File: src/rtl/spi_pkg.sv
// Shared types and constants for the spi_master_port block.
package spi_pkg;

  localparam int unsigned FRAME_BITS = 16;
  localparam int unsigned CMD_BITS   = 8;
  localparam int unsigned ADDR_BITS  = 7;
  localparam int unsigned DATA_BITS  = 8;
  localparam int unsigned DIV_BITS   = 8;

  localparam logic RW_READ  = 1'b1;
  localparam logic RW_WRITE = 1'b0;

  typedef enum logic [2:0] {
    IDLE  = 3'd0,
    SETUP = 3'd1,
    SHIFT = 3'd2,
    HOLD  = 3'd3,
    GAP   = 3'd4
  } state_e;

  // One SPI frame: command byte {addr, rw} followed by the data byte.
  typedef struct packed {
    logic [ADDR_BITS-1:0] addr;
    logic                 rw;
    logic [DATA_BITS-1:0] data;
  } frame_t;

  // Build the outgoing frame; reads send an all-zero data byte.
  function automatic frame_t make_frame(input logic [ADDR_BITS-1:0] addr,
                                        input logic                 rw,
                                        input logic [DATA_BITS-1:0] wdata);
    frame_t f;
    f.addr = addr;
    f.rw   = rw;
    f.data = (rw == RW_WRITE) ? wdata : '0;
    return f;
  endfunction

endpackage

File: src/rtl/spi_master_port_if.sv
// Start/done request bus between on-chip logic and the SPI master.
interface spi_master_port_if;
  import spi_pkg::*;

  logic                 start;
  logic                 rw;
  logic [ADDR_BITS-1:0] addr;
  logic [DATA_BITS-1:0] wdata;
  logic                 busy;
  logic                 done;
  logic [DATA_BITS-1:0] rdata;

  modport master (output start, rw, addr, wdata, input busy, done, rdata);
  modport slave  (input start, rw, addr, wdata, output busy, done, rdata);

endinterface

File: src/rtl/spi_tick_gen.sv
// Half-period tick generator: CLK_DIV down-counter, reloaded on clear or tick.
module spi_tick_gen
  import spi_pkg::*;
#(
  parameter int unsigned CLK_DIV = 16
) (
  input  logic clk,
  input  logic rst_n,
  input  logic clear,
  output logic tick_c
);

  localparam logic [DIV_BITS-1:0] RELOAD = DIV_BITS'(CLK_DIV - 1);

  logic [DIV_BITS-1:0] cnt;

  assign tick_c = (cnt == '0);

  // Count down once per cycle; restart the half-period on state entry or tick.
  always_ff @(posedge clk or negedge rst_n) begin
    if (!rst_n) begin
      cnt <= RELOAD;
    end else if (clear || tick_c) begin
      cnt <= RELOAD;
    end else begin
      cnt <= cnt - DIV_BITS'(1);
    end
  end

endmodule

File: src/rtl/spi_master_port.sv
// SPI master for single-byte read/write frames to the lab SPI memory slave.
// Optional feature macro: SPI_MASTER_MISO_SYNC_EN (two-flop MISO synchronizer).
module spi_master_port
  import spi_pkg::*;
#(
  parameter int unsigned CLK_DIV = 16
) (
  input  logic              clk,
  input  logic              rst_n,
  spi_master_port_if.slave  bus,
  output logic              sclk_pin,
  output logic              cs_pin,
  output logic              mosi_pin,
  input  logic              miso_pin
);

`ifdef SPI_MASTER_MISO_SYNC_EN
  localparam int unsigned MIN_DIV = 3;
`else
  localparam int unsigned MIN_DIV = 2;
`endif

  // Reject divider values the SCLK timing cannot honour.
  if (CLK_DIV < MIN_DIV || CLK_DIV > 255) begin : g_div_check
    $error("spi_master_port: CLK_DIV out of legal range");
  end

  logic miso_s;

`ifdef SPI_MASTER_MISO_SYNC_EN
  logic [1:0] miso_sync;

  // Two-flop synchronizer; the sample point stays put, data is two cycles old.
  always_ff @(posedge clk or negedge rst_n) begin
    if (!rst_n) begin
      miso_sync <= '0;
    end else begin
      miso_sync <= {miso_sync[0], miso_pin};
    end
  end

  assign miso_s = miso_sync[1];
`else
  assign miso_s = miso_pin;
`endif

  state_e               state, state_nxt;
  frame_t               frame, frame_nxt;
  logic                 rw_q, rw_nxt;
  logic [3:0]           bit_idx, bit_idx_nxt;
  logic [DATA_BITS-1:0] rx, rx_nxt;
  logic [DATA_BITS-1:0] rdata_q, rdata_nxt;
  logic                 sclk_q, sclk_nxt;
  logic                 cs_q, cs_nxt;
  logic                 mosi_q, mosi_nxt;
  logic                 busy_q, busy_nxt;
  logic                 done_q, done_nxt;
  logic                 tick_c;
  logic                 tick_clear_c;

  assign tick_clear_c = (state_nxt != state);

  spi_tick_gen #(.CLK_DIV(CLK_DIV)) u_tick (
    .clk    (clk),
    .rst_n  (rst_n),
    .clear  (tick_clear_c),
    .tick_c (tick_c)
  );

  // State and registered outputs.
  always_ff @(posedge clk or negedge rst_n) begin
    if (!rst_n) begin
      state   <= IDLE;
      frame   <= '0;
      rw_q    <= RW_WRITE;
      bit_idx <= '0;
      rx      <= '0;
      rdata_q <= '0;
      sclk_q  <= 1'b0;
      cs_q    <= 1'b1;
      mosi_q  <= 1'b0;
      busy_q  <= 1'b0;
      done_q  <= 1'b0;
    end else begin
      state   <= state_nxt;
      frame   <= frame_nxt;
      rw_q    <= rw_nxt;
      bit_idx <= bit_idx_nxt;
      rx      <= rx_nxt;
      rdata_q <= rdata_nxt;
      sclk_q  <= sclk_nxt;
      cs_q    <= cs_nxt;
      mosi_q  <= mosi_nxt;
      busy_q  <= busy_nxt;
      done_q  <= done_nxt;
    end
  end

  // Next-state and next-output logic; every move after IDLE waits for a tick.
  always_comb begin
    state_nxt   = state;
    frame_nxt   = frame;
    rw_nxt      = rw_q;
    bit_idx_nxt = bit_idx;
    rx_nxt      = rx;
    rdata_nxt   = rdata_q;
    sclk_nxt    = sclk_q;
    cs_nxt      = cs_q;
    mosi_nxt    = mosi_q;
    busy_nxt    = busy_q;
    done_nxt    = 1'b0;

    case (state)
      IDLE: begin
        if (bus.start) begin
          rw_nxt      = bus.rw;
          frame_nxt   = make_frame(bus.addr, bus.rw, bus.wdata);
          mosi_nxt    = frame_nxt[FRAME_BITS-1];
          cs_nxt      = 1'b0;
          busy_nxt    = 1'b1;
          bit_idx_nxt = '0;
          state_nxt   = SETUP;
        end
      end
      SETUP: begin
        if (tick_c) begin
          state_nxt = SHIFT;
        end
      end
      SHIFT: begin
        if (tick_c) begin
          if (!sclk_q) begin
            // Rising edge: capture the data byte of a read.
            sclk_nxt = 1'b1;
            if (rw_q == RW_READ && bit_idx >= 4'(CMD_BITS)) begin
              rx_nxt = {rx[DATA_BITS-2:0], miso_s};
            end
          end else begin
            // Falling edge: present the next frame bit.
            sclk_nxt    = 1'b0;
            frame_nxt   = frame_t'({frame[FRAME_BITS-2:0], 1'b0});
            mosi_nxt    = frame_nxt[FRAME_BITS-1];
            bit_idx_nxt = bit_idx + 4'd1;
            if (bit_idx == 4'(FRAME_BITS - 1)) begin
              mosi_nxt  = 1'b0;
              state_nxt = HOLD;
            end
          end
        end
      end
      HOLD: begin
        if (tick_c) begin
          cs_nxt    = 1'b1;
          state_nxt = GAP;
        end
      end
      GAP: begin
        if (tick_c) begin
          busy_nxt  = 1'b0;
          done_nxt  = 1'b1;
          state_nxt = IDLE;
          if (rw_q == RW_READ) begin
            rdata_nxt = rx;
          end
        end
      end
      default: begin
        state_nxt = IDLE;
      end
    endcase
  end

  assign sclk_pin  = sclk_q;
  assign cs_pin    = cs_q;
  assign mosi_pin  = mosi_q;
  assign bus.busy  = busy_q;
  assign bus.done  = done_q;
  assign bus.rdata = rdata_q;

endmodule

File: src/flat_wrapper.sv
// flat-port wrapper written by rule: the top's interface ports become plain ports
module spi_master_port_flat import spi_pkg::*;
#(
  parameter int unsigned CLK_DIV = 16
)
  (clk, rst_n, sclk_pin, cs_pin, mosi_pin, miso_pin, bus_start, bus_rw, bus_addr, bus_wdata, bus_busy, bus_done, bus_rdata);
  spi_master_port_if bus_i ();
  input  logic clk;
  input  logic rst_n;
  output logic sclk_pin;
  output logic cs_pin;
  output logic mosi_pin;
  input  logic miso_pin;
  input wire logic [$bits(bus_i.start)-1:0] bus_start;
  input wire logic [$bits(bus_i.rw)-1:0] bus_rw;
  input wire logic [$bits(bus_i.addr)-1:0] bus_addr;
  input wire logic [$bits(bus_i.wdata)-1:0] bus_wdata;
  output wire logic [$bits(bus_i.busy)-1:0] bus_busy;
  output wire logic [$bits(bus_i.done)-1:0] bus_done;
  output wire logic [$bits(bus_i.rdata)-1:0] bus_rdata;
  assign bus_i.start = bus_start;
  assign bus_i.rw = bus_rw;
  assign bus_i.addr = bus_addr;
  assign bus_i.wdata = bus_wdata;
  assign bus_busy = bus_i.busy;
  assign bus_done = bus_i.done;
  assign bus_rdata = bus_i.rdata;
  spi_master_port #(.CLK_DIV(CLK_DIV)) u_core (.clk(clk), .rst_n(rst_n), .bus(bus_i), .sclk_pin(sclk_pin), .cs_pin(cs_pin), .mosi_pin(mosi_pin), .miso_pin(miso_pin));
endmodule
File: config.mk
export PLATFORM = sky130hd
export DESIGN_NAME = spi_master_port_flat
export DESIGN_NICKNAME = d
export VERILOG_FILES = /design/src/rtl/spi_pkg.sv /design/src/rtl/spi_master_port_if.sv /design/src/rtl/spi_tick_gen.sv /design/src/rtl/spi_master_port.sv /design/src/flat_wrapper.sv
export SDC_FILE = /design/constraint.sdc
export NUM_CORES = 1
export LEC_CHECK = 0
export CORE_MARGIN = 8
export CORE_UTILIZATION = 49
export DETAILED_ROUTE_END_ITERATION = 10
export PLACE_DENSITY = 0.76
export SLEW_MARGIN = 20
export SYNTH_ARGS = -nofsm -noshare
export SYNTH_HDL_FRONTEND = slang
export SYNTH_HIERARCHICAL = 1
export SYNTH_SLANG_ARGS = --single-unit
File: constraint.sdc
create_clock -name clk -period 3.3 [get_ports clk]
set_clock_uncertainty 0.05 [all_clocks]
set_input_delay 0.33 -clock clk [delete_from_list [all_inputs] [get_ports clk]]
set_output_delay 0.33 -clock clk [all_outputs]
set_load 0.1 [all_outputs]
# After elaboration in Yosys (flattened, before gate mapping)
# Index checks and enable logic that the tools add are counted.
classes:
  addsub: 2
  n_lt_le_gt_ge: 1
  eq_ne: 11
  muxes: 32
  n_bitwise: 1
  n_reduce_logical: 14
ops:
  columns: ["operator", "n"]
  rows:
  - ["$mux W15", 3]
  - ["$pmux W15 S2", 1]
  - ["$mux W3", 7]
  - ["$mux W8", 2]
  - ["$pmux W3 S5", 1]
  - ["$mux W4", 3]
  - ["$mux W1", 11]
  - ["$reduce_and A3 Y1", 3]
  - ["$logic_not A8 Y1", 1]
  - ["$ne A2 B2 Y1 const B", 4]
  - ["$pmux W4 S2", 1]
  - ["$reduce_and A4 Y1", 2]
  - ["$sub A8 B1 Y8 const B", 1]
  - ["$eq A3 B2 Y1 const B", 2]
  - ["$pmux W1 S2", 3]
  - ["$reduce_bool A2 Y1", 3]
  - ["$add A4 B1 Y4 const B", 1]
  - ["$eq A4 B4 Y1 const B", 1]
  - ["$ge A4 B4 Y1 const B", 1]
  - ["$reduce_and A2 Y1", 2]
  - ["$eq A3 B1 Y1 const B", 1]
  - ["$eq A3 B3 Y1 const B", 1]
  - ["$logic_not A3 Y1", 1]
  - ["$ne A3 B3 Y1", 1]
  - ["4 further kinds", 4]
totals:
  register_bits: 52
  input_bits: 20
  output_inout_bits: 13
  wordCells: 75

# Logic depth before layout (Yosys ltp)
# Gate-level depths: netlist of the first run.
logic_depth:
  word_depth: 8
  depth_mapped: 10
  ltp_nobuf: 9

# By module
# Netlist of the first run, hierarchy kept.
by_module_without_submodules:
  columns: ["mod", "n_inst", "cells_each", "area_each_um2", "seq_area_each_um2"]
  rows:
  - ["spi_master_port", 1, 160, 2065.7, 1102.3]
  - ["spi_tick_gen", 1, 41, 415.4, 205.2]

# Least setup slack after synthesis of the first run
# Ideal clock, no wire load.
synth_timing:
  path_kind: "register to register"
  startpoint: "register u_core.u_tick.cnt[0]"
  endpoint: "register u_core/frame[1] (netlist bit)"
  setup_time_ns: 0.125
  arrival_time_ns: 2.449
  required_ns: 3.125
  setup_slack_ns: 0.676
  stages_incl_launch_ff: 10
  n_path_buf: 2
  synth_period_minus_slack_ns: 2.624
  cell_sequence: "dfstp_2 > inv_1 > ha_1 > or3b_2 > nor2_1 > clkbuf_1 > nand3_1 > a21oi_4 > buf_4 > mux2_2"
synth_via:
  elab_chain_cells: 3
synth_lines:
  columns: ["item", "line", "source"]
  rows:
  - ["start, declared", "spi_tick_gen.sv:15", "logic [DIV_BITS-1:0] cnt;"]
  - ["start signal, assigned", "spi_tick_gen.sv:26", "cnt <= cnt - DIV_BITS'(1);"]
  - ["$logic_not A8 Y1", "spi_tick_gen.sv:17", "assign tick_c = (cnt == '0);"]
  - ["net u_core.tick_c", "spi_master_port.sv:58", "logic tick_c;"]
  - ["$ne A2 B2 Y1 (no line)", null, null]
  - ["$reduce_and A4 Y1 (no line)", null, null]
  - ["end signal, assigned", "spi_master_port.sv:86", "frame <= frame_nxt;"]
  - ["end, declared", "spi_master_port.sv:48", "frame_t frame, frame_nxt;"]
# The timed path passes the listed nets, and every way through them passes these cells.
# A chain may end at the register's enable or synchronous reset.

# Worst setup path in the final report of the first run
layout_timing:
  startpoint: "register u_core.u_tick.cnt[0]"
  endpoint: "register u_core/frame[2] (netlist bit)"
# The elaborated chain is that of the path after synthesis.

==> summary.md, run 1 <==
| Metric | Value |
|---|---|
| Outcome | `completed` |
| Routed vias/inst | `5.17` |
| CTS clk-pin slew, worst paths | `around 0.09 ns` |
| IO Port Bufs | `32` |
| Final core occ | `59.1%` |
| DP Wirelength | `3.19 mm` |
| Mapped Area | `between 2000 and 2500 µm²` |
| Synthesis Warnings | `6` |
| All-layer global routing usage | `13.0%` |
| Clock buffers created by TritonCTS | `5` |
| Post-Layout Cell Count | `307` |
| Most common cell in the netlist | `dfrtp_1` |
| Initial antenna violation count | `0` |
| Register area | `1310 µm²` |
| CP Class | `reg2reg` |
| Total gr overflow | `0` |
| DP Cell Count | `298` |
| Post_cts resized | `0` |
| Top Ports | `33` |
| DR DRC count | `0` |
| Core Footprint | `5010 µm²` |
| Pin count of the biggest net entering global routing | `29` |
| CP max-delay cell | `a21oi_4` |
| Async set-reset flop share out of synthesis | `100%` |
| Critical Path RT | `3.44 ns` |
| PwrDens | `376 nW/µm²` |
| Worst VDD drop | `0.223 mV` |
| Routed wire length per instance | `between 10 and 15 µm` |
| Area leader, netlist | `dfrtp_1` |
| WP data arrival | `3.12 ns` |
| GPL Wtd Cong | `around 0.8` |
| Clock Path Buffers | `2` |
| Clock latency on the worst-skew pair | `0.31 ns` |
| Top delay family on crit path | `simple AND/OR/NAND/NOR gates` |
| Fillers | `approximately 460` |
| Crit-path max cell delay | `0.58 ns` |
| First-pass GRT wire length | `~7.9 mm` |
| Yosys reg bits | `52` |
| Drt initial violations | `just under 80` |
| Multi-input combinational cell area | `1080 µm²` |
| Synth Instances | `201` |
| Crit share post-route | `90.3%` |
| HP Class | `reg2reg` |
| Final hold vios | `0` |
| Core Rows | `26` |
| CP Max Fanout | `19` |
| Area Growth Syn to Fin | `19.3%` |
| RSZ-0062 raised after global routing | `no` |
| Worst slew pin tran | `0.978 ns` |
| Final setup violation count | `0` |
| Syn avg cell area | `12.3 µm²` |
| Vias in the first global route | `1711` |
| Final ANT Viol Nets | `0` |
| Drt pass-1 iters | `4` |
| Top FF cell, synth | `dfrtp_1` |
| Total number of vias | `1586` |
| H-tree depth | `2` |
| Final Net Count | `260` |
| CTS sink cnt | `52` |
| Inserted Diodes | `0` |
| EDFF count, synth | `0` |
| Root Driver | `clkbuf_8` |
| Slew Limit Headroom | `34.6%` |
| CP Capture Type | `flip-flop` |
| Final min period | `2.98 ns` |
| Wirelength, routed | `4.47 mm` |
| Starting density of the core | `49.5%` |
| Slew Limit Fails | `0` |
| CP Buf/Inv Count | `1` |
| Setup TNS | `0 ns` |
| Cells along the critical path | `inv_1, ha_1, or3b_2, nor2_1, nand3_1, a21oi_4, mux2_2` |
| CTS tree | `done` |
| Yosys top cell area share | `47.4%` |
| Seq/Total Area, Yosys | `52.7%` |
| Ranking of synthesized cells by area | `dfrtp_1 47%, mux2_2 16%, dfstp_2 5.3%` |
| Synth cell count leaders | `47 x dfrtp_1, 36 x mux2_2, 14 x inv_1` |
| Fmax | `336 MHz` |
| Critical path startpoint category | `flip-flop` |
| Die area | `7600 µm²` |
| Share of cells above drive strength 1 | `around a quarter` |
| Unique cell type count in the Yosys netlist | `47` |
| Syn_nets | `225` |
| Die W | `87.2 µm` |
| Max-Cap Viols | `0` |
| Die Ht | `87.2 µm` |
| Leakage power | `0.00129 µW` |
==> cells by family (layout without fill, tap and decap cells) <==
kind of cell | count (synthesis) | count (layout) | synth area share [%]
DFF | 52 | 52 | 52.7
adders and majority gates | 4 | 4 | 2.02
AOI/OAI and AO/OA | 21 | 21 | 6.35
and+or+nand+nor | 52 | 52 | 13.2
muxes | 46 | 46 | 20.4
xor gates and xnor gates | 5 | 5 | 1.77
buffers and inverters | 21 | 57 | 3.58
==> power breakdown <==
part / switching (µW) / total, µW / internal [µW]
registers: 7.14 / 656 / 649
clock network: 218 / 371 / 152
logic: 39.7 / 84.9 / 45.2
==> path summary, 6_finish.rpt <==
path | start | end | slack, ns | depth (start not counted)
worst max-delay path | u_core/u_tick/cnt[0] | u_core/frame[2] | 0.32 | 7
worst min-delay path | u_core/u_tick/cnt[0] | u_core/u_tick/cnt[0] | 0.42 | 1
worst max register to register | u_core/u_tick/cnt[0] | u_core/frame[2] | 0.32 | 7
worst min register to register | u_core/u_tick/cnt[0] | u_core/u_tick/cnt[0] | 0.42 | 1
max in group asynchronous | rst_n | u_core/frame[2] | 1.94 | 3
min in group asynchronous | rst_n | u_core/bus.rdata[0] | 0.50 | 2
==> per-layer routing <==
metal  GRT usage, %  wire length, µm  vias to the layer above  share of wire [%]
li1               -                -                      783                  -
met1           16.7             2150                      769                 48
met2           21.0             2120                       30                 47
met3           2.55              141                        4                3.2
met4           4.84               57                        0                1.3
met5              0                0                        -                  0
==> worst register-to-register path: stages, from the launching register on <==
cell     delay, ns
dfstp_2       0.39
inv_1         0.07
ha_1          0.15
or3b_2        0.48
nor2_1        0.48
nand3_1       0.26
a21oi_4       0.58
mux2_2        0.41
==> timing repair <==
action / CTS / global route
buffers inserted: 0 / 0
hold buffers: 1 / 0
endpoints found under the hold margin: 22 / 0
==> layout make-up <==
cell class                 count  share of cell area (%)
multi-input combinational    128                    36.7
clock buffer                   5                    2.33
sequential                    52                    44.2
clock inverter                 3                   0.761
timing repair buffer          35                    11.3
tap                           70                    2.96
inverter                      14                    1.78
==> cell usage in the layout (no fill, tap or decap), types with 6 or more instances in the layout <==
cell type	netlist	routed
nand2b_1	6	6
nand2_1	11	11
mux2i_1	9	9
mux2_2	36	36
clkdlybuf4s50_1	0	29
inv_1	14	14
dfrtp_1	47	47
==> state kept, by name, indices dropped and copies added, names as in the netlist <==
signal and flops:
u_core/frame 15, u_core/mosi_pin 1, u_core/state 3, u_core/rx 8, u_core/rw_q 1, u_core/bit_idx 4, u_core/bus.done 1, u_core/bus.rdata 8
u_core/cs_pin 1, u_core/u_tick/cnt 8, u_core/sclk_pin 1, u_core/bus.busy 1
==> per-stage QoR <==
| stage | area (µm²) | worst slack, ns | total power (µW) | hold slack [ns] |
|---|---|---|---|---|
| floorplan | 2480 | 0.676 | 708 | -0.0156 |
| global placement | 2860 | 0.452 | 752 | 0.329 |
| detailed placement | 2860 | 0.357 | 754 | 0.326 |
| CTS | 2960 | 0.346 | 1130 | 0.429 |
| global route | 2960 | 0.0971 | 1160 | 0.448 |
| finish | 2960 | 0.322 | 1110 | 0.422 |
(Power assumes the default switching activity.)
==> inputs of run 2 (changes only) <==
Settings changed: GPL_TIMING_DRIVEN set to 0, SLEW_MARGIN 20 to not set.
==> summary.md, run 2 (synthesized netlist as in run 1, its figures left out) <==
| Metric | Value |
|---|---|
| Outcome | `completed (unchanged)` |
| Fillers | `445 (was 457)` |
| Drt pass-1 iters | `4 (unchanged)` |
| IO Port Bufs | `32 (unchanged)` |
| DR DRC count | `0 (unchanged)` |
| H-tree depth | `2 (unchanged)` |
| All-layer global routing usage | `13.1% (was 13.0%)` |
| NetSw | `245 µW (was 265 µW)` |
| Register area | `1310 µm² (unchanged)` |
| Root Driver | `clkbuf_8 (unchanged)` |
| RSZ-0062 raised after global routing | `no (unchanged)` |
| Final ANT Viol Nets | `0 (unchanged)` |
| Multi-input combinational cell area | `1080 µm² (unchanged)` |
| Routed vias/inst | `5.19 (was 5.17)` |
| Leakage power | `0.00133 µW (was 0.00129 µW)` |
| Critical Path RT | `3.43 ns (was 3.44 ns)` |
| Final setup violation count | `0 (unchanged)` |
| Max FFs per register | `15 (unchanged)` |
| Worst slew pin tran | `0.976 ns (was 0.978 ns)` |
| M2 GR Usage | `20.7% (was 21.0%)` |
| Setup TNS | `0 ns (unchanged)` |
| Inserted Diodes | `0 (unchanged)` |
| CTS clk-pin slew, worst paths | `0.09 ns (about the same)` |
| Top Ports | `33 (unchanged)` |
| Wirelength, routed | `4.54 mm (was 4.47 mm)` |
| Fmax | `340 MHz (was 336 MHz)` |
| Routed wire length per instance | `14.5 µm (about the same)` |
| Cells on Worst Hold Path | `1 (unchanged)` |
| Total number of vias | `1625 (was 1586)` |
| Die area | `7600 µm² (unchanged)` |
| Pin count of the biggest net entering global routing | `29 (unchanged)` |
| Final hold vios | `0 (unchanged)` |
| HP Class | `reg2reg (unchanged)` |
| Final Net Count | `266 (was 260)` |
| Switching share of power | `19.7% (was 23.9%)` |
| Vias in the first global route | `1701 (was 1711)` |
| Slew Limit Headroom | `34.7% (was 34.6%)` |
| Clock Path Buffers | `2 (unchanged)` |
| Final worst setup slack | `0.360 ns (was 0.322 ns)` |
| Internal power | `999 µW (was 847 µW)` |
| Clk pwr share | `40.2% (was 33.4%)` |
| First-pass GRT wire length | `7.85 mm (was 7.88 mm)` |
| Top reg by flops | `u_core/frame (unchanged)` |
| Most frequent cells in the layout | `47 x dfrtp_1, 36 x mux2_2, 31 x clkdlybuf4s50_1 (was 47 x dfrtp_1, 36 x mux2_2, 29 x clkdlybuf4s50_1)` |
| CTS tree | `done (unchanged)` |
| PwrDens | `408 nW/µm² (was 376 nW/µm²)` |
| Critical path startpoint category | `flip-flop (unchanged)` |
| Core Footprint | `5010 µm² (unchanged)` |
| Seq pwr share | `52.6% (was 59.0%)` |
| Worst VDD drop | `0.314 mV (was 0.223 mV)` |
| GPL Wtd Cong | `0.798 (was 0.803)` |
| Dpl ws | `0.368 ns (was 0.357 ns)` |
| Starting density of the core | `49.5% (unchanged)` |
| CTS sink cnt | `52 (unchanged)` |
| Die Ht | `87.2 µm (unchanged)` |
| Die W | `87.2 µm (unchanged)` |
| Worst R2R Path Depth | `9 (was 7)` |
| WP data arrival | `3.07 ns (was 3.12 ns)` |
| Met1 usage in global routing | `16.8% (was 16.7%)` |
| Drt initial violations | `77 (unchanged)` |
| Core Rows | `26 (unchanged)` |
| Total gr overflow | `0 (unchanged)` |
| CP Class | `reg2reg (unchanged)` |
| Clock latency on the worst-skew pair | `0.30 ns (was 0.31 ns)` |
| Clock buffers created by TritonCTS | `5 (unchanged)` |
| DP Wirelength | `3.26 mm (was 3.19 mm)` |
| Commonest non-fill, non-tap cell in the layout | `dfrtp_1 (unchanged)` |
| Share of cells above drive strength 1 | `26.7% (was 26.6%)` |
| Met3 Use GR | `2.45% (was 2.55%)` |
| CP Max Fanout | `10 (was 19)` |
| Top Usage Layer GRT | `met2 (unchanged)` |
| Initial antenna violation count | `0 (unchanged)` |
| CP Capture Type | `flip-flop (unchanged)` |
| Max-Cap Viols | `0 (unchanged)` |
| Crit share post-route | `89.1% (was 90.3%)` |
| Area Growth Syn to Fin | `22.8% (was 19.3%)` |
| Combinational Power Share | `7.1% (was 7.6%)` |
| Final min period | `2.94 ns (was 2.98 ns)` |
| Post-CTS setup buffer count | `0 (unchanged)` |
| Slew Limit Fails | `0 (unchanged)` |
-- run 2: cell count changes in the layout (fill, tap and decap cells not counted), sizes merged --
cell / change
clkinv: -2
clkdlybuf4s50: +2
bufinv: +2
buf: +3
inv: -1
clkbuf: +2
-- run 2: power by group through the flow --
stage	clock network, µW	registers [µW]	logic, µW
after floorplan	0	670	38.2
after global placement	0	667	86.0
after detailed placement	0	667	89.2
after CTS	513	655	90.8
after global routing	545	657	98.4
final	501	655	89.0
-- run 2: area by class of cell --
| cell class | count | area share, % |
|---|---|---|
| Clock buffer | 6 | 2.38 |
| Inverter | 14 | 1.72 |
| Buffer | 7 | 1.19 |
| Sequential cell | 52 | 42.9 |
| Multi-Input combinational cell | 128 | 35.6 |
| Tap cell | 70 | 2.87 |
| Timing Repair Buffer | 34 | 11.3 |
| Clock inverter | 2 | 1.97 |
-- run 2: worst paths after layout --
check	startpoint	to	slack, ns
max	u_core/u_tick/cnt[0]	u_core/frame[2]	0.36
min	u_core/u_tick/cnt[0]	u_core/u_tick/cnt[0]	0.42
max reg2reg	u_core/u_tick/cnt[0]	u_core/frame[2]	0.36
min reg2reg	u_core/u_tick/cnt[0]	u_core/u_tick/cnt[0]	0.42
max in group asynchronous	rst_n	u_core/frame[13]	2.13
min in group asynchronous	rst_n	u_core/bus.rdata[6]	0.51
-- run 2: critical path, cell delays in order (launching register included) --
cell	delay, ns
dfstp_2	0.39
inv_1	0.08
ha_1	0.16
or3b_2	0.47
nor2_1	0.15
clkbuf_1	0.31
nand3_1	0.21
a21oi_4	0.38
buf_4	0.27
mux2_2	0.35
-- run 2: what timing repair did --
item | in CTS | in global routing
hold buffers | 1 | 0
endpoints found under the hold margin | 19 | 0
gates resized for setup | 0 | 0
-- run 2: metal layers --
metal,vias up,wire length [µm]
met5,-,0
met4,0,73
met3,5,157
met2,36,2200
met1,795,2100
li1,789,-
-- run 2: metrics by stage --
stage	utilization [%]	instances	power (µW)	cell area, µm²	hold WS [ns]
detailed placement	58.0	304	757	2900	0.313
floorplan	-	201	708	2480	-0.0156
finish	60.8	313	1240	3050	0.416
global placement	57.7	303	753	2890	0.394
global route	60.8	313	1300	3050	0.436
CTS	60.8	313	1260	3050	0.422
